[src/rtl/uart_rx_fifo.sv]
// uart_rx_fifo: 8N1 UART receiver with a first-word-fall-through byte FIFO.
// rxd is synchronised, framed by a start/data/stop FSM, and completed bytes are
// pushed into a 2**DEPTH_LOG2 deep FIFO. Framing errors and overruns pulse for
// one cycle; overruns are also latched in overrun_seen until clear_errors.
module uart_rx_fifo #(
    parameter int CLKS_PER_BIT = 868,
    parameter int DEPTH_LOG2   = 4
) (
    input  logic                clk,
    input  logic                rst,
    input  logic                rxd,
    output logic                rx_fifo_empty,
    output logic [7:0]          rx_fifo_data,
    input  logic                rx_fifo_read,
    output logic [DEPTH_LOG2:0] rx_fifo_count,
    output logic                frame_err,
    output logic                overrun,
    output logic                overrun_seen,
    input  logic                clear_errors
);

    localparam int                 BCNT_W   = $clog2(CLKS_PER_BIT);
    localparam int                 DEPTH    = 2**DEPTH_LOG2;
    localparam logic [BCNT_W-1:0]  BIT_LAST = BCNT_W'(CLKS_PER_BIT - 1);
    localparam logic [BCNT_W-1:0]  BIT_HALF = BCNT_W'(CLKS_PER_BIT / 2 - 1);
    localparam logic [BCNT_W-1:0]  BCNT_ONE = BCNT_W'(1);
    localparam logic [DEPTH_LOG2:0] PTR_ONE = (DEPTH_LOG2 + 1)'(1);

    typedef enum logic [1:0] {IDLE, START, DATA, STOP} state_t;

    state_t                state;
    state_t                state_nxt;
    logic                  rx_meta;
    logic                  rxs;
    logic [BCNT_W-1:0]     bcnt;
    logic [2:0]            idx;
    logic [7:0]            shreg;
    logic                  bit_end;
    logic                  half_end;
    logic                  cnt_clr;
    logic                  idx_clr;
    logic                  shift_en;
    logic                  push_req;
    logic                  ferr_req;
    logic [DEPTH_LOG2:0]   wr_ptr;
    logic [DEPTH_LOG2:0]   rd_ptr;
    logic [7:0]            mem [DEPTH];
    logic                  full;
    logic                  wr_en;
    logic                  rd_en;
    logic                  ovr_evt;

    assign bit_end  = (bcnt == BIT_LAST);
    assign half_end = (bcnt == BIT_HALF);

    // Two-flop synchroniser; idles high so reset never looks like a start bit.
    always_ff @(posedge clk or posedge rst) begin
        if (rst) begin
            rx_meta <= 1'b1;
            rxs     <= 1'b1;
        end else begin
            rx_meta <= rxd;
            rxs     <= rx_meta;
        end
    end

    // FSM state register.
    always_ff @(posedge clk or posedge rst) begin
        if (rst) state <= IDLE;
        else     state <= state_nxt;
    end

    // FSM next-state logic.
    always_comb begin
        state_nxt = state;
        case (state)
            IDLE:  if (!rxs) state_nxt = START;
            START: if (half_end) state_nxt = rxs ? IDLE : DATA;
            DATA:  if (bit_end && idx == 3'd7) state_nxt = STOP;
            STOP:  if (bit_end) state_nxt = IDLE;
            default: state_nxt = IDLE;
        endcase
    end

    // FSM outputs: timer restarts, bit shifts and end-of-frame decisions.
    always_comb begin
        cnt_clr  = 1'b0;
        idx_clr  = 1'b0;
        shift_en = 1'b0;
        push_req = 1'b0;
        ferr_req = 1'b0;
        case (state)
            IDLE:  cnt_clr = 1'b1;
            START: if (half_end) begin
                cnt_clr = 1'b1;
                idx_clr = 1'b1;
            end
            DATA:  if (bit_end) begin
                cnt_clr  = 1'b1;
                shift_en = 1'b1;
            end
            STOP:  if (bit_end) begin
                cnt_clr  = 1'b1;
                push_req = rxs;
                ferr_req = !rxs;
            end
            default: cnt_clr = 1'b1;
        endcase
    end

    // Bit timer, bit index and LSB-first shift register.
    always_ff @(posedge clk or posedge rst) begin
        if (rst) begin
            bcnt  <= '0;
            idx   <= 3'd0;
            shreg <= 8'h00;
        end else begin
            bcnt <= cnt_clr ? '0 : bcnt + BCNT_ONE;
            if (idx_clr)       idx <= 3'd0;
            else if (shift_en) idx <= idx + 3'd1;
            if (shift_en) shreg <= {rxs, shreg[7:1]};
        end
    end

    // FIFO flags use the state at the start of the cycle; a full FIFO drops
    // the incoming byte even if a pop happens in the same cycle.
    assign rx_fifo_empty = (wr_ptr == rd_ptr);
    assign full          = (wr_ptr[DEPTH_LOG2] != rd_ptr[DEPTH_LOG2]) &&
                           (wr_ptr[DEPTH_LOG2-1:0] == rd_ptr[DEPTH_LOG2-1:0]);
    assign wr_en         = push_req && !full;
    assign ovr_evt       = push_req && full;
    assign rd_en         = rx_fifo_read && !rx_fifo_empty;
    assign rx_fifo_data  = mem[rd_ptr[DEPTH_LOG2-1:0]];
    assign rx_fifo_count = wr_ptr - rd_ptr;

    // FIFO storage; contents are only meaningful behind the pointers, so no reset.
    always_ff @(posedge clk) begin
        if (wr_en) mem[wr_ptr[DEPTH_LOG2-1:0]] <= shreg;
    end

    // FIFO pointers and error reporting.
    always_ff @(posedge clk or posedge rst) begin
        if (rst) begin
            wr_ptr       <= '0;
            rd_ptr       <= '0;
            frame_err    <= 1'b0;
            overrun      <= 1'b0;
            overrun_seen <= 1'b0;
        end else begin
            if (wr_en) wr_ptr <= wr_ptr + PTR_ONE;
            if (rd_en) rd_ptr <= rd_ptr + PTR_ONE;
            frame_err <= ferr_req;
            overrun   <= ovr_evt;
            if (ovr_evt)           overrun_seen <= 1'b1;
            else if (clear_errors) overrun_seen <= 1'b0;
        end
    end

endmodule
[config.mk]
export PLATFORM = sky130hd
export DESIGN_NAME = uart_rx_fifo
export DESIGN_NICKNAME = d
export VERILOG_FILES = /design/src/rtl/uart_rx_fifo.sv
export SDC_FILE = /design/constraint.sdc
export NUM_CORES = 1
export LEC_CHECK = 0
export BUFFER_PORTS_ARGS = -buffer_cell sky130_fd_sc_hd__buf_2
export CORE_MARGIN = 2
export CORE_UTILIZATION = 35
export CTS_BUF_LIST = sky130_fd_sc_hd__clkbuf_16
export DETAILED_ROUTE_END_ITERATION = 10
export GPL_ROUTABILITY_DRIVEN = 1
export SETUP_SLACK_MARGIN = 0.15
export SYNTH_ARGS = -nofsm -noshare
export SYNTH_HDL_FRONTEND = slang
export SYNTH_SLANG_ARGS = --single-unit
[constraint.sdc]
create_clock -name clk -period 3.7 [get_ports clk]
set_clock_uncertainty 0.1 [all_clocks]
set_input_delay 0.185 -clock clk [delete_from_list [all_inputs] [get_ports clk]]
set_output_delay 0.185 -clock clk [all_outputs]
set_load 0.02 [all_outputs]
==> results of run 1 <==
[layer usage]
metal	wire, µm	share of wire	global-route usage	vias to the layer above
li1	-	-	-	1570
met1	6150	0.45	0.196	1839
met2	6610	0.48	0.225	145
met3	925	0.067	0.0427	12
met4	133	0.0096	0.0356	0
met5	0	0	0	-
[sequential cells by signal (all words and copies together) (netlist names), named ones only]
signal        cells
rx_meta           1
idx               3
rd_ptr            5
shreg             8
wr_ptr            5
overrun_seen      1
overrun           1
frame_err         1
bcnt             10
state             1
mem             128
rxs               1
[cells by family (layout without fill, tap and decap cells)]
kind of cell | count (synthesis) | in the layout | synth area share
xor gates and xnor gates | 22 | 22 | 0.0282
buffers and inverters | 25 | 73 | 0.0178
DFF | 166 | 166 | 0.703
AOI/OAI and AO/OA | 30 | 30 | 0.0315
and+or+nand+nor | 86 | 86 | 0.0722
adders and majority gates | 14 | 14 | 0.0268
muxes | 41 | 41 | 0.120
[path summary, 6_finish.rpt]
path,startpoint,endpoint,slack (ps),cells past startpoint
max,rd_ptr[0],rx_fifo_data[2],880,5
min,rx_fifo_read,rd_ptr[0],90,3
max reg2reg,rd_ptr[2],mem[5][0],1020,6
min reg2reg,rx_meta,rxs,260,0
max in group asynchronous,rst,rxs,2500,4
min in group asynchronous,rst,rd_ptr[4],240,3
[placed cells by master (no fill, tap or decap), types with 2 or more instances in the layout]
master	Yosys	final
edfxtp_1	128	128
a21oi_1	3	3
dfstp_2	2	2
nor3_1	3	3
buf_4	2	3
mux4_2	32	32
buf_2	4	21
clkinv_2	0	3
nor2_1	21	21
and4_1	4	4
nand2_1	17	17
clkinv_4	0	2
a22oi_1	16	16
mux2_2	9	9
ha_1	13	13
nand2b_1	2	2
o21ai_0	5	5
and2_2	3	3
clkinvlp_4	0	2
nor4_1	2	2
dfrtp_1	36	35
nand3_1	8	8
xnor2_1	11	11
xor2_1	11	11
dlygate4sd3_1	0	3
a21o_1	2	2
clkbuf_16	0	17
nand4_1	4	4
nor2b_1	3	3
bufinv_16	0	4
inv_1	14	16
and3_1	13	13
[cell type report]
class / instances / area, µm² / share of cell area
sequential: 166 / 4800 / 0.611
tap: 265 / 332 / 0.0422
clock inverter: 15 / 188 / 0.0239
clock buffer: 17 / 425 / 0.0541
inverter: 14 / 52.6 / 0.00669
timing repair buffer: 27 / 158 / 0.0201
multi-input combinational: 193 / 1910 / 0.242
[what timing repair did]
| action | 4_1_cts | 5_1_grt |
|---|---|---|
| endpoints found under the hold margin | 14 | 0 |
| buffers inserted | 0 | 0 |
| hold buffers | 3 | 0 |
[power by group through the flow]
stage               logic (mW)  clock network (mW)  registers (mW)
CTS                       1.07                1.85            2.05
finish                    1.06                1.81            2.05
detailed placement        1.06                   0            2.08
global placement          1.05                   0            2.08
floorplan                0.777                   0            2.08
global route              1.15                1.92            2.05
[worst max-delay path, cell delays in order, from the launching register on]
cell,delay [ps]
dfrtp_2,360
buf_4,540
mux4_2,590
a22oi_1,340
nand2_1,80
buf_2,170
[metrics by stage]
| step | hold slack (ps) | utilization | cell area (µm²) | cells | power [mW] |
|---|---|---|---|---|---|
| 6_report | 91.2 | 0.408 | 7860 | 697 | 4.92 |
| 5_1_grt | 110 | 0.408 | 7860 | 697 | 5.12 |
| 4_1_cts | 83.2 | 0.408 | 7860 | 697 | 4.96 |
| 3_5_place_dp | 147 | 0.374 | 7220 | 662 | 3.15 |
| 3_3_place_gp | 128 | 0.374 | 7220 | 662 | 3.14 |
| 2_1_floorplan | 89.5 | - | 6820 | 384 | 2.85 |
==> flow_metrics.env, run 1 <==
export IMPL_outcome="finished clean"
export IMPL_tns_ps=0
export IMPL_grt_max_degree=36
export IMPL_chipHeight_um=144
export IMPL_netlist_top_cells_count="edfxtp_1, dfrtp_1, mux4_2"
export IMPL_die_area_um2=20600
export IMPL_drt_pass1_iterations=5
export IMPL_yosysUniqueCellTypes=40
export IMPL_root_buffer="clkbuf_16"
export IMPL_synth_top_area_share=0.563
export IMPL_min_path_type="input pin to flip-flop"
export IMPL_gp_congestion=0.826
export IMPL_p_per_area_nw_per_um2=625
export IMPL_p_sw_mw=1.39
export IMPL_start_kind="flip-flop"
export IMPL_nFillCells=1775
export IMPL_synth_edf_count=128
export IMPL_coreArea_um2=19300
export IMPL_fin_crit_sh=0.761
export IMPL_syn_area_um2=6820
export IMPL_cts_tree="done"
export IMPL_setup_viol=0
export IMPL_pin_count=22
export IMPL_ys_flop_type="edfxtp_1"
export IMPL_yosysSeqAreaShare=0.703
export IMPL_htree_levels=4
export IMPL_drc=0
export IMPL_wl_um=13800
export IMPL_grt_usage=0.143
export IMPL_pwr_share_clk=0.369
export IMPL_synth_area_top_cells="edfxtp_1, dfrtp_1, mux4_2"
export IMPL_grt_pass1_wl_um=21400
export IMPL_viasPerCell=5.12
export IMPL_comb_power_share=0.215
export IMPL_insertion_delay_ps=420
export IMPL_crit_fanout=35
export IMPL_slew_headroom=0.398
export IMPL_synthToLayoutAreaGrowth_pct=15.2
export IMPL_die_w_um=144
export IMPL_numCtsBuffers=17
export IMPL_rsz0062_at_grt="no"
export IMPL_start_util=0.354
export IMPL_routedWlPerCell_um=19.8
export IMPL_finalHoldViolations=0
export IMPL_ant_nets=0
export IMPL_port_buffers=21
export IMPL_nets=438
export IMPL_p_leak_nw=2.53
export IMPL_drive_above_1_share=0.248
export IMPL_antenna_cells=0
export IMPL_ir_worst_vdd_mv=0.700
export IMPL_synth_most_common_cell="edfxtp_1"
export IMPL_clockBufferDepth=2
export IMPL_ys_warn_count=0
export IMPL_vias=3566
export IMPL_synth_area_leader_cell="edfxtp_1"
export IMPL_syn_inst=384
export IMPL_drt_initial_drc_count=347
export IMPL_crit_arrival_ps=2530
export IMPL_cp_end_kind="output pin"
export IMPL_min_period_ps=2820
export IMPL_async_flop_share=0.229
export IMPL_finalWorstSetupSlack_ps=884
export IMPL_clock_fmax_mhz=355
export IMPL_crit_type="flip-flop to output pin"
export IMPL_syn_avg_cell_area_um2=17.8
export IMPL_antenna_found_initial=0
export IMPL_cts_resized_gates=0
export IMPL_grt_overflow=0
export IMPL_p_int_mw=3.53
export IMPL_ys_seq_elements=166
export IMPL_maxCapViolCount=0
export IMPL_swShare=0.282
export IMPL_dp_final_hpwl_um=9080
export IMPL_syn_nets=403
export IMPL_tightest_slew_ps=900
export IMPL_cts_sinks=166
export IMPL_dpl_worst_slack_ps=1000
export IMPL_p_seq_frac=0.416
export IMPL_num_rows=51
export IMPL_grt_pass1_vias=3747
export IMPL_clkTransAtPathRegs_ps=60
export IMPL_report_final_slew_viol_count=0
export IMPL_cp_required_ps=3410
(Power assumes the default switching activity.)
==> run 2, diff against run 1 <==
==> constraint.sdc (replaced) <==
create_clock -name clk -period 2.9 [get_ports clk]
set_clock_uncertainty 0.1 [all_clocks]
set_input_delay 0.145 -clock clk [delete_from_list [all_inputs] [get_ports clk]]
set_output_delay 0.145 -clock clk [all_outputs]
set_load 0.02 [all_outputs]
==> run 2 against run 1 <==
  * Sequential power up 28%
  * Utilization up 0.42 points
  * Non-clock buffer count up 5
  * Final area up 1.0%
  * Sequential cell count unchanged
  * First-iteration DRC count down 30%
  * Critical path type unchanged
  * Largest cell class unchanged
  * Highest routed layer unchanged
==> flow_metrics.env, run 2 (synthesis results as in run 1) <==
export IMPL_gp_congestion=0.794
export IMPL_maxCapViolCount=0
export IMPL_wl_um=13300
export IMPL_placed_area_um2=7270
export IMPL_crit_arrival_ps=2310
export IMPL_slew_headroom=0.336
export IMPL_vias=3477
export IMPL_chipHeight_um=144
export IMPL_pin_count=22
export IMPL_cp_required_ps=2650
export IMPL_r2r_start="rd_ptr[2]"
export IMPL_antenna_found_initial=0
export IMPL_dp_cells=667
export IMPL_cp_end_kind="output pin"
export IMPL_root_buffer="clkbuf_16"
export IMPL_final_common_cell="edfxtp_1"
export IMPL_nets=443
export IMPL_nFillCells=1764
export IMPL_final_cell_mix="edfxtp_1, dfrtp_1, mux4_2"
export IMPL_drc=0
export IMPL_ir_worst_vdd_mv=1.04
export IMPL_fin_cells=702
export IMPL_cts_sinks=166
export IMPL_report_final_slew_viol_count=0
export IMPL_timing_rr_end="mem[6][1]"
export IMPL_dp_final_hpwl_um=8680
export IMPL_p_leak_nw=2.55
export IMPL_drive_above_1_share=0.270
export IMPL_start_util=0.354
export IMPL_crit_type="flip-flop to output pin"
export IMPL_rsz0062_at_grt="no"
export IMPL_htree_levels=4
export IMPL_r2r_cells=6
export IMPL_fin_area_um2=7940
export IMPL_insertion_delay_ps=420
export IMPL_min_from="rx_fifo_read"
export IMPL_antenna_cells=0
export IMPL_viasPerCell=4.95
export IMPL_cpPeakStageDelay_ps=410
export IMPL_clockBufferDepth=2
export IMPL_whs_path_depth=3
export IMPL_num_rows=51
export IMPL_path_common_cell="inv_1"
export IMPL_routedWlPerCell_um=18.9
export IMPL_finalHoldViolations=0
export IMPL_cts_tree="done"
export IMPL_numCtsBuffers=17
export IMPL_grt_usage=0.142
export IMPL_clock_fmax_mhz=392
export IMPL_power_total_mw=6.39
export IMPL_outcome="finished clean"
export IMPL_critPathTopFamily="adder cells"
export IMPL_largest_reg_flops=128
export IMPL_port_buffers=21
export IMPL_cp_slowest_cell="dfrtp_1"
export IMPL_r2r_slack_ps=350
export IMPL_p_per_area_nw_per_um2=805
export IMPL_min_period_ps=2550
export IMPL_tns_ps=0
export IMPL_crit_chain="inv_1 -> ha_1 -> inv_1 -> fa_1 -> a21o_1 -> a21oi_1 -> xnor2_1 -> buf_2"
export IMPL_holdPathEnd="rd_ptr[0]"
export IMPL_ant_nets=0
export IMPL_tightest_slew_ps=994
export IMPL_die_w_um=144
export IMPL_die_area_um2=20600
export IMPL_start_kind="flip-flop"
export IMPL_grt_pass1_wl_um=21400
export IMPL_clkTransAtPathRegs_ps=60
export IMPL_fin_crit_sh=0.880
export IMPL_critical_path_buf_inv_count=3
export IMPL_drt_pass1_iterations=5
export IMPL_setup_viol=0
export IMPL_grt_overflow=0
export IMPL_crit_fanout=4
export IMPL_cts_setup_buffers=0
export IMPL_synthToLayoutAreaGrowth_pct=16.4
export IMPL_coreArea_um2=19300
export IMPL_min_path_type="input pin to flip-flop"
export IMPL_grt_pass1_vias=3624
export IMPL_grt_max_degree=36
export IMPL_drt_initial_drc_count=243
==> run 2: timing repair <==
action	in CTS	in global routing
hold buffers	3	0
setup endpoints to repair	0	64
resized for setup	0	8
hold endpoints to repair	25	0
==> run 2: cell type report <==
type | count | area, µm² | share of cell area
Clock inverter | 15 | 209 | 0.0263
Tap cell | 265 | 332 | 0.0418
Timing Repair Buffer | 32 | 208 | 0.0262
Multi-Input combinational cell | 193 | 1920 | 0.241
Clock buffer | 17 | 425 | 0.0536
Sequential cell | 166 | 4800 | 0.604
Inverter | 14 | 52.6 | 0.00662
==> run 2: report_power, final <==
part | switching (mW) | internal [mW] | total [mW]
Clock | 0.886 | 1.52 | 2.40
Sequential | 0.0422 | 2.57 | 2.62
Combinational | 0.837 | 0.535 | 1.37
==> run 2: worst register-to-register path, stage by stage, from the launching register on <==
cell	delay, ps
dfrtp_1	410
inv_1	100
ha_1	340
nand4_1	160
nor2_1	120
nor3_4	490
and3_1	490
==> run 2: worst max-delay path by stage <==
| stage | from | endpoint | cells after the start |
|---|---|---|---|
| floorplan | rd_ptr[1] | mem[12][0] | 9 |
| global placement | rd_ptr[2] | mem[8][2] | 6 |
| detailed placement | rd_ptr[2] | mem[8][0] | 6 |
| CTS | rd_ptr[2] | mem[8][4] | 6 |
| global route | rd_ptr[2] | mem[6][1] | 6 |
| finish | wr_ptr[0] | rx_fifo_count[4] | 8 |
==> run 2: metrics by stage <==
stage               setup WS [ps]   util  hold WS (ps)
global placement              324  0.377           150
detailed placement            287  0.377           152
global route                  162  0.412          83.7
CTS                           279  0.412          44.4
floorplan                     274      -          49.5
finish                        348  0.412          61.6
==> run 2: metal layers <==
layer | routed length [µm] | global-route usage | part of all wire
met5 | 0 | 0 | 0
met4 | 219 | 0.0526 | 0.017
met3 | 560 | 0.0313 | 0.042
met2 | 6370 | 0.221 | 0.48
met1 | 6120 | 0.196 | 0.46
